--- src/rtl/vmicro16_apb_arbiter_if.sv ---
// Bus bundle between the per-core APB masters, the arbiter and the shared peripheral bus.
// The arbiter connects through the slave modport; the cores/peripheral side uses master.
interface vmicro16_apb_arbiter_if #(
  parameter int MASTER_PORTS = 4,
  parameter int SLAVE_PORTS  = 5,
  parameter int BUS_WIDTH    = 16
);
  localparam int GID_W = (MASTER_PORTS > 1) ? $clog2(MASTER_PORTS) : 1;

  logic [MASTER_PORTS*BUS_WIDTH-1:0] S_PADDR;
  logic [MASTER_PORTS-1:0]           S_PWRITE;
  logic [MASTER_PORTS-1:0]           S_PSELx;
  logic [MASTER_PORTS-1:0]           S_PENABLE;
  logic [MASTER_PORTS*BUS_WIDTH-1:0] S_PWDATA;
  logic [MASTER_PORTS*BUS_WIDTH-1:0] S_PRDATA;
  logic [MASTER_PORTS-1:0]           S_PREADY;

  logic [BUS_WIDTH-1:0]              M_PADDR;
  logic                              M_PWRITE;
  logic [SLAVE_PORTS-1:0]            M_PSELx;
  logic                              M_PENABLE;
  logic [BUS_WIDTH-1:0]              M_PWDATA;
  logic [BUS_WIDTH-1:0]              M_PRDATA;
  logic                              M_PREADY;

  logic [GID_W-1:0]                  grant_id;
  logic                              bus_err;

  modport slave (
    input  S_PADDR, S_PWRITE, S_PSELx, S_PENABLE, S_PWDATA, M_PRDATA, M_PREADY,
    output S_PRDATA, S_PREADY, M_PADDR, M_PWRITE, M_PSELx, M_PENABLE, M_PWDATA,
           grant_id, bus_err
  );

  modport master (
    output S_PADDR, S_PWRITE, S_PSELx, S_PENABLE, S_PWDATA, M_PRDATA, M_PREADY,
    input  S_PRDATA, S_PREADY, M_PADDR, M_PWRITE, M_PSELx, M_PENABLE, M_PWDATA,
           grant_id, bus_err
  );
endinterface

--- src/rtl/vmicro16_apb_arbiter.sv ---
// Round-robin APB arbiter and address decoder: one core master owns the shared peripheral
// bus at a time; decode errors and hung slaves are terminated with ERR_DATA.
module vmicro16_apb_arbiter #(
  parameter int                   MASTER_PORTS = 4,
  parameter int                   SLAVE_PORTS  = 5,
  parameter int                   BUS_WIDTH    = 16,
  parameter int                   SEL_LSB      = 8,
  parameter int                   TIMEOUT      = 255,
  parameter logic [BUS_WIDTH-1:0] ERR_DATA     = 16'hDEAD
) (
  input logic                  clk,
  input logic                  reset,
  vmicro16_apb_arbiter_if.slave bus
);
  localparam int GID_W = (MASTER_PORTS > 1) ? $clog2(MASTER_PORTS) : 1;

  typedef enum logic [1:0] {IDLE, SETUP, ACCESS, ERR} state_e;

  state_e               state_q, state_d;
  logic [GID_W-1:0]     grant_q, grant_d;
  logic [GID_W-1:0]     last_q, last_d;
  logic [BUS_WIDTH-1:0] paddr_q, paddr_d;
  logic [BUS_WIDTH-1:0] pwdata_q, pwdata_d;
  logic                 pwrite_q, pwrite_d;
  logic [3:0]           sel_q, sel_d;
  logic [7:0]           cnt_q, cnt_d;

  logic [BUS_WIDTH-1:0] s_paddr  [MASTER_PORTS];
  logic [BUS_WIDTH-1:0] s_pwdata [MASTER_PORTS];
  logic                 req_found;
  logic [GID_W-1:0]     req_pick;
  logic [GID_W-1:0]     cand;
  logic [3:0]           req_sel;
  logic                 timeout_hit;
  logic                 resp_valid;
  logic [BUS_WIDTH-1:0] resp_data;
  logic [SLAVE_PORTS-1:0] sel_onehot;

  // Enable is part of the APB protocol but carries no arbitration information.
  logic unused_penable;
  assign unused_penable = &{1'b0, bus.S_PENABLE};

  for (genvar g = 0; g < MASTER_PORTS; g++) begin : g_lane
    assign s_paddr[g]  = bus.S_PADDR[BUS_WIDTH*g +: BUS_WIDTH];
    assign s_pwdata[g] = bus.S_PWDATA[BUS_WIDTH*g +: BUS_WIDTH];
  end

  // Search starts one past the last completed master so every requester gets a turn.
  always_comb begin : rr_search
    // NOTE: every variable written in a combinational block gets a default first,
    // otherwise a path that skips the assignment infers a latch.
    req_found = 1'b0;
    req_pick  = last_q;
    cand      = '0;
    for (int i = 1; i <= MASTER_PORTS; i++) begin
      cand = GID_W'((int'(last_q) + i) % MASTER_PORTS);
      if (!req_found && bus.S_PSELx[cand]) begin
        req_found = 1'b1;
        req_pick  = cand;
      end
    end
  end

  assign req_sel     = s_paddr[req_pick][SEL_LSB+3:SEL_LSB];
  assign timeout_hit = (cnt_q == 8'(TIMEOUT - 1));

  always_comb begin : next_state
    state_d  = state_q;
    grant_d  = grant_q;
    last_d   = last_q;
    paddr_d  = paddr_q;
    pwdata_d = pwdata_q;
    pwrite_d = pwrite_q;
    sel_d    = sel_q;
    cnt_d    = cnt_q;
    unique case (state_q)
      IDLE: begin
        if (req_found) begin
          grant_d  = req_pick;
          paddr_d  = s_paddr[req_pick];
          pwdata_d = s_pwdata[req_pick];
          pwrite_d = bus.S_PWRITE[req_pick];
          sel_d    = req_sel;
          state_d  = (int'(req_sel) < SLAVE_PORTS) ? SETUP : ERR;
        end
      end
      SETUP: begin
        cnt_d   = '0;
        state_d = ACCESS;
      end
      ACCESS: begin
        if (bus.M_PREADY || timeout_hit) begin
          last_d  = grant_q;
          state_d = IDLE;
        end else begin
          cnt_d = cnt_q + 8'd1;
        end
      end
      ERR: begin
        last_d  = grant_q;
        state_d = IDLE;
      end
      default: state_d = IDLE;
    endcase
  end

  always_comb begin : outputs
    sel_onehot = '0;
    for (int s = 0; s < SLAVE_PORTS; s++) sel_onehot[s] = (int'(sel_q) == s);

    bus.M_PSELx   = '0;
    bus.M_PENABLE = 1'b0;
    bus.bus_err   = 1'b0;
    resp_valid    = 1'b0;
    resp_data     = '0;
    unique case (state_q)
      SETUP: bus.M_PSELx = sel_onehot;
      ACCESS: begin
        bus.M_PSELx   = sel_onehot;
        bus.M_PENABLE = 1'b1;
        resp_valid    = bus.M_PREADY || timeout_hit;
        resp_data     = bus.M_PREADY ? bus.M_PRDATA : ERR_DATA;
        bus.bus_err   = !bus.M_PREADY && timeout_hit;
      end
      ERR: begin
        resp_valid  = 1'b1;
        resp_data   = ERR_DATA;
        bus.bus_err = 1'b1;
      end
      default: ;
    endcase

    bus.S_PREADY = '0;
    bus.S_PRDATA = '0;
    for (int i = 0; i < MASTER_PORTS; i++) begin
      if (resp_valid && int'(grant_q) == i) begin
        bus.S_PREADY[i] = 1'b1;
        bus.S_PRDATA[BUS_WIDTH*i +: BUS_WIDTH] = resp_data;
      end
    end
  end

  assign bus.M_PADDR  = paddr_q;
  assign bus.M_PWRITE = pwrite_q;
  assign bus.M_PWDATA = pwdata_q;
  assign bus.grant_id = grant_q;

  // NOTE: every flop here is reset so an aborted transfer leaves no stale bus state behind.
  always_ff @(posedge clk or negedge reset) begin
    if (!reset) begin
      state_q  <= IDLE;
      grant_q  <= '0;
      last_q   <= GID_W'(MASTER_PORTS - 1);
      paddr_q  <= '0;
      pwdata_q <= '0;
      pwrite_q <= 1'b0;
      sel_q    <= '0;
      cnt_q    <= '0;
    end else begin
      // NOTE: non-blocking assignments keep all flops updating from pre-edge values.
      state_q  <= state_d;
      grant_q  <= grant_d;
      last_q   <= last_d;
      paddr_q  <= paddr_d;
      pwdata_q <= pwdata_d;
      pwrite_q <= pwrite_d;
      sel_q    <= sel_d;
      cnt_q    <= cnt_d;
    end
  end
endmodule

--- src/flat_wrapper.sv ---
// flat-port wrapper written by rule: the top's interface ports become plain ports
module vmicro16_apb_arbiter_flat 
#(
  parameter int                   MASTER_PORTS = 4,
  parameter int                   SLAVE_PORTS  = 5,
  parameter int                   BUS_WIDTH    = 16,
  parameter int                   SEL_LSB      = 8,
  parameter int                   TIMEOUT      = 255,
  parameter logic [BUS_WIDTH-1:0] ERR_DATA     = 16'hDEAD
)
  (clk, reset, bus_S_PADDR, bus_S_PWRITE, bus_S_PSELx, bus_S_PENABLE, bus_S_PWDATA, bus_M_PRDATA, bus_M_PREADY, bus_S_PRDATA, bus_S_PREADY, bus_M_PADDR, bus_M_PWRITE, bus_M_PSELx, bus_M_PENABLE, bus_M_PWDATA, bus_grant_id, bus_bus_err);
  vmicro16_apb_arbiter_if #(.MASTER_PORTS(MASTER_PORTS), .SLAVE_PORTS(SLAVE_PORTS), .BUS_WIDTH(BUS_WIDTH)) bus_i ();
  input logic clk;
  input logic reset;
  input wire logic [$bits(bus_i.S_PADDR)-1:0] bus_S_PADDR;
  input wire logic [$bits(bus_i.S_PWRITE)-1:0] bus_S_PWRITE;
  input wire logic [$bits(bus_i.S_PSELx)-1:0] bus_S_PSELx;
  input wire logic [$bits(bus_i.S_PENABLE)-1:0] bus_S_PENABLE;
  input wire logic [$bits(bus_i.S_PWDATA)-1:0] bus_S_PWDATA;
  input wire logic [$bits(bus_i.M_PRDATA)-1:0] bus_M_PRDATA;
  input wire logic [$bits(bus_i.M_PREADY)-1:0] bus_M_PREADY;
  output wire logic [$bits(bus_i.S_PRDATA)-1:0] bus_S_PRDATA;
  output wire logic [$bits(bus_i.S_PREADY)-1:0] bus_S_PREADY;
  output wire logic [$bits(bus_i.M_PADDR)-1:0] bus_M_PADDR;
  output wire logic [$bits(bus_i.M_PWRITE)-1:0] bus_M_PWRITE;
  output wire logic [$bits(bus_i.M_PSELx)-1:0] bus_M_PSELx;
  output wire logic [$bits(bus_i.M_PENABLE)-1:0] bus_M_PENABLE;
  output wire logic [$bits(bus_i.M_PWDATA)-1:0] bus_M_PWDATA;
  output wire logic [$bits(bus_i.grant_id)-1:0] bus_grant_id;
  output wire logic [$bits(bus_i.bus_err)-1:0] bus_bus_err;
  assign bus_i.S_PADDR = bus_S_PADDR;
  assign bus_i.S_PWRITE = bus_S_PWRITE;
  assign bus_i.S_PSELx = bus_S_PSELx;
  assign bus_i.S_PENABLE = bus_S_PENABLE;
  assign bus_i.S_PWDATA = bus_S_PWDATA;
  assign bus_i.M_PRDATA = bus_M_PRDATA;
  assign bus_i.M_PREADY = bus_M_PREADY;
  assign bus_S_PRDATA = bus_i.S_PRDATA;
  assign bus_S_PREADY = bus_i.S_PREADY;
  assign bus_M_PADDR = bus_i.M_PADDR;
  assign bus_M_PWRITE = bus_i.M_PWRITE;
  assign bus_M_PSELx = bus_i.M_PSELx;
  assign bus_M_PENABLE = bus_i.M_PENABLE;
  assign bus_M_PWDATA = bus_i.M_PWDATA;
  assign bus_grant_id = bus_i.grant_id;
  assign bus_bus_err = bus_i.bus_err;
  vmicro16_apb_arbiter #(.MASTER_PORTS(MASTER_PORTS), .SLAVE_PORTS(SLAVE_PORTS), .BUS_WIDTH(BUS_WIDTH), .SEL_LSB(SEL_LSB), .TIMEOUT(TIMEOUT), .ERR_DATA(ERR_DATA)) u_core (.clk(clk), .reset(reset), .bus(bus_i));
endmodule
--- config.mk ---
export PLATFORM = sky130hd
export DESIGN_NAME = vmicro16_apb_arbiter_flat
export DESIGN_NICKNAME = d
export VERILOG_FILES = /design/src/rtl/vmicro16_apb_arbiter_if.sv /design/src/rtl/vmicro16_apb_arbiter.sv /design/src/flat_wrapper.sv
export SDC_FILE = /design/constraint.sdc
export NUM_CORES = 1
export LEC_CHECK = 0
export CORE_MARGIN = 5
export CORE_UTILIZATION = 35
export CTS_CLUSTER_DIAMETER = 150
export DETAILED_ROUTE_END_ITERATION = 7
export DONT_BUFFER_PORTS = 1
export SYNTH_ARGS = -nofsm -noshare
export SYNTH_HDL_FRONTEND = slang
export SYNTH_SLANG_ARGS = --single-unit
--- constraint.sdc ---
create_clock -name clk -period 3.16 [get_ports clk]
set_input_delay 0.158 -clock clk [delete_from_list [all_inputs] [get_ports clk]]
set_output_delay 0.158 -clock clk [all_outputs]
set_load 0.01 [all_outputs]
==> impl_metrics.yaml <==
sta:
  fmax_ghz: 0.404
  drv_slew: 0
  finalSetupViolCount: 0
  fin_skew_ps: 8.27
  finalCritPeriodShare_pct: 78.4
  hold_viol: 0
  setup-tns-final_ps: 0
  rsz0062_at_grt: "no"
  worst_pin_slew_ps: 660
  max_slew_margin_pct: 56.0
  whs_ps: 176
  fin_crit_ps: 2480
  layout_setup_ws_ps: 682
clock_network:
  clock_path_buffers: 2
  cts_root_buffer: "clkbuf_8"
  clk_latency_ps: 290
  htree_levels: 2
  cts_tree: "yes"
  post-cts-setup-buffers: 0
  clock_sinks: 47
  holdBufCountCts: 2
  clk_pin_slew_ps: 90
  cts_inserted_buffers: 5
  cts_resized: 0
layout:
  synthToLayoutAreaGrowth_pct: 3.64
  drive_gt1_share_pct: 11.5
  nFillCells: 1050
  instances_no_fill: 563
  nNetsFinal: 591
  diodes: 0
critical_path:
  cp-endpoint: "bus_S_PRDATA[41]"
  startpoint: "u_core.state_q[0]$_DFFE_PN0P_"
  rrSetupSlack_ps: 870
  arrival_ps: 2320
  regToRegStartpoint: "u_core.last_q[0]$_DFFE_PN1P_"
  worstPathMaxFanout: 18
  path_class: "reg -> out"
  worst_ep_required_time_ps: 3000
  crit_path_start_kind: "flip-flop"
  worstRegToRegCells: 7
  rr_endpoint: "u_core.state_q[1]$_DFFE_PN0P_"
  cp-end-kind: "output pin"
logic_synthesis:
  syn-cell-area_um2: 3710
  synth_seq_cells: 47
  synthTopCellsByArea: "dfrtp_1, mux2i_1, mux2_2"
  yosysMostFrequentCell: "nor2_1"
  yosys.area.top_type_share_pct: 30.3
  synth_top_flop_cell: "dfrtp_1"
  async_reset_ff_share_pct: 100
  synth_adder_area_share_pct: 2.02
  synth_top_family_by_area: "multiplexers"
  synth_edf_count: 0
  post_synth_inst_count: 441
  synth_seq_area_share_pct: 31.8
  synth.distinct_cells: 42
  synthMuxAreaShare_pct: 25.1
  synth_simple_gate_area_share_pct: 21.0
  yosys.area.top_type: "dfrtp_1"
  syn-num-nets: 606
  synthTopCellsByCount: "nor2_1, mux2i_1, nand2_1"
  syn_area_per_cell_um2: 8.42
  synth_xor_area_share_pct: 0.944
  yosysWarnings: 0
  synth_compound_area_share_pct: 12.0
pwr:
  ir_drop_v: 0.000449
  p_per_area_nw_per_um2: 984
  finalPower_w: 0.00378
  p_leak_nw: 1.69
route:
  dr.pass1.iters: 4
  drtAntennaViolNets: 0
  num_vias: 3141
  vias_per_cell: 5.58
  route.detailed.drc: 0
  drt_iter0_drc: 89
  wl_per_cell_um: 18.5
  routed_wl_um: 10400
run_status:
  outcome: "complete, no violations"
hold_path:
  min_path_type: "in -> reg"
  hold_path_startpoint: "bus_S_PADDR[27]"
  hold_depth: 3
die:
  die-width_um: 113
  die_area_um2: 12800
  die_h_um: 113
  row_count: 37
  start_util_pct: 35.9
  ios: 269
  core_area_um2: 10300
place:
  dp_slack_ps: 884
  gp_congestion: 0.853
  dp.cells: 553
  portBuffers: 0
  dpl.hpwl_um: 8480
global_routing:
  globalRouteTotalUtil_pct: 15.0
  grt_overflow: 0
  antenna_found_initial: 0
  grt_start_max_net_pins: 66
  grt_first_pass_wirelength_um: 15700
  grt_pass1_vias: 3200
job:
  drv_cap: 0
-- registers in the layout, summed over array words and instances, names as in the netlist --
name,flops
u_core.bus.grant_id,2
u_core.last_q,2
u_core.state_q,2
u_core.bus.M_PWRITE,1
u_core.cnt_q,8
u_core.sel_q,3
u_core.bus.M_PADDR,13
u_core.bus.M_PWDATA,16
-- worst min path at each step --
stage	end
after CTS	u_core.bus.M_PADDR[11]$_DFFE_PN0P_
after floorplan	u_core.bus.M_PADDR[0]$_DFFE_PN0P_
after global placement	u_core.bus.M_PADDR[3]$_DFFE_PN0P_
after detailed placement	u_core.bus.M_PADDR[2]$_DFFE_PN0P_
final	u_core.bus.M_PADDR[11]$_DFFE_PN0P_
after global routing	u_core.bus.M_PADDR[11]$_DFFE_PN0P_
-- routing by layer --
layer  track usage [%]  wire [um]
met4              3.13         58
met2              30.3       5620
met5                 0          0
met1              15.2       3810
met3              3.96        944
-- cell type report --
cell class                 count  area, um2  area share, %
clock buffer                   6       72.6           1.89
clock inverter                 2       12.5          0.325
inverter                      14       52.6           1.37
multi-input combinational    352       2280           59.3
sequential                    47       1180           30.6
tap                          136        170           4.42
timing repair buffer           6       80.1           2.08
-- metrics by stage --
stage | instance area, um2 | utilization, %
2_1_floorplan | 3710 | -
3_3_place_gp | 3720 | 36.1
3_5_place_dp | 3720 | 36.1
4_1_cts | 3850 | 37.3
5_1_grt | 3850 | 37.3
6_report | 3850 | 37.3
-- kinds of logic (layout without fill, tap and decap cells) --
group	count (synthesis)	count (layout)
xor gates and xnor gates	4	4
DFF	47	47
and+or+nand+nor	178	178
muxes	89	89
adders and majority gates	6	6
buffers and inverters	42	28
AOI/OAI and AO/OA	75	75
-- cell usage in the layout, fill, tap and decap left out, types with 7 or more instances in the layout --
| cell | netlist | layout |
|---|---|---|
| mux2_2 | 29 | 29 |
| nand2b_1 | 9 | 8 |
| o21ai_0 | 7 | 7 |
| nand3_1 | 16 | 16 |
| o21ai_1 | 31 | 31 |
| nand2_1 | 50 | 50 |
| a21oi_1 | 17 | 17 |
| nor2_1 | 78 | 78 |
| mux2i_1 | 58 | 58 |
| dfrtp_1 | 45 | 45 |
| inv_1 | 13 | 13 |
-- power breakdown --
part | total [W] | leakage [nW] | switching, W | internal, W
Combinational | 0.00217 | 1.07 | 0.00129 | 0.000878
Clock | 0.000356 | 0.0412 | 0.000200 | 0.000155
Sequential | 0.00126 | 0.584 | 0.000378 | 0.000883
Total | 0.00378 | 1.69 | 0.00187 | 0.00192
-- worst max-delay path, stage by stage, from the launching register on --
cell	delay (ps)
dfrtp_1	400
inv_1	80
ha_1	250
buf_4	230
nand2b_1	160
nand2b_1	280
a21oi_1	460
nor2_1	170
No activity file was read; power rests on OpenSTA's default activity.
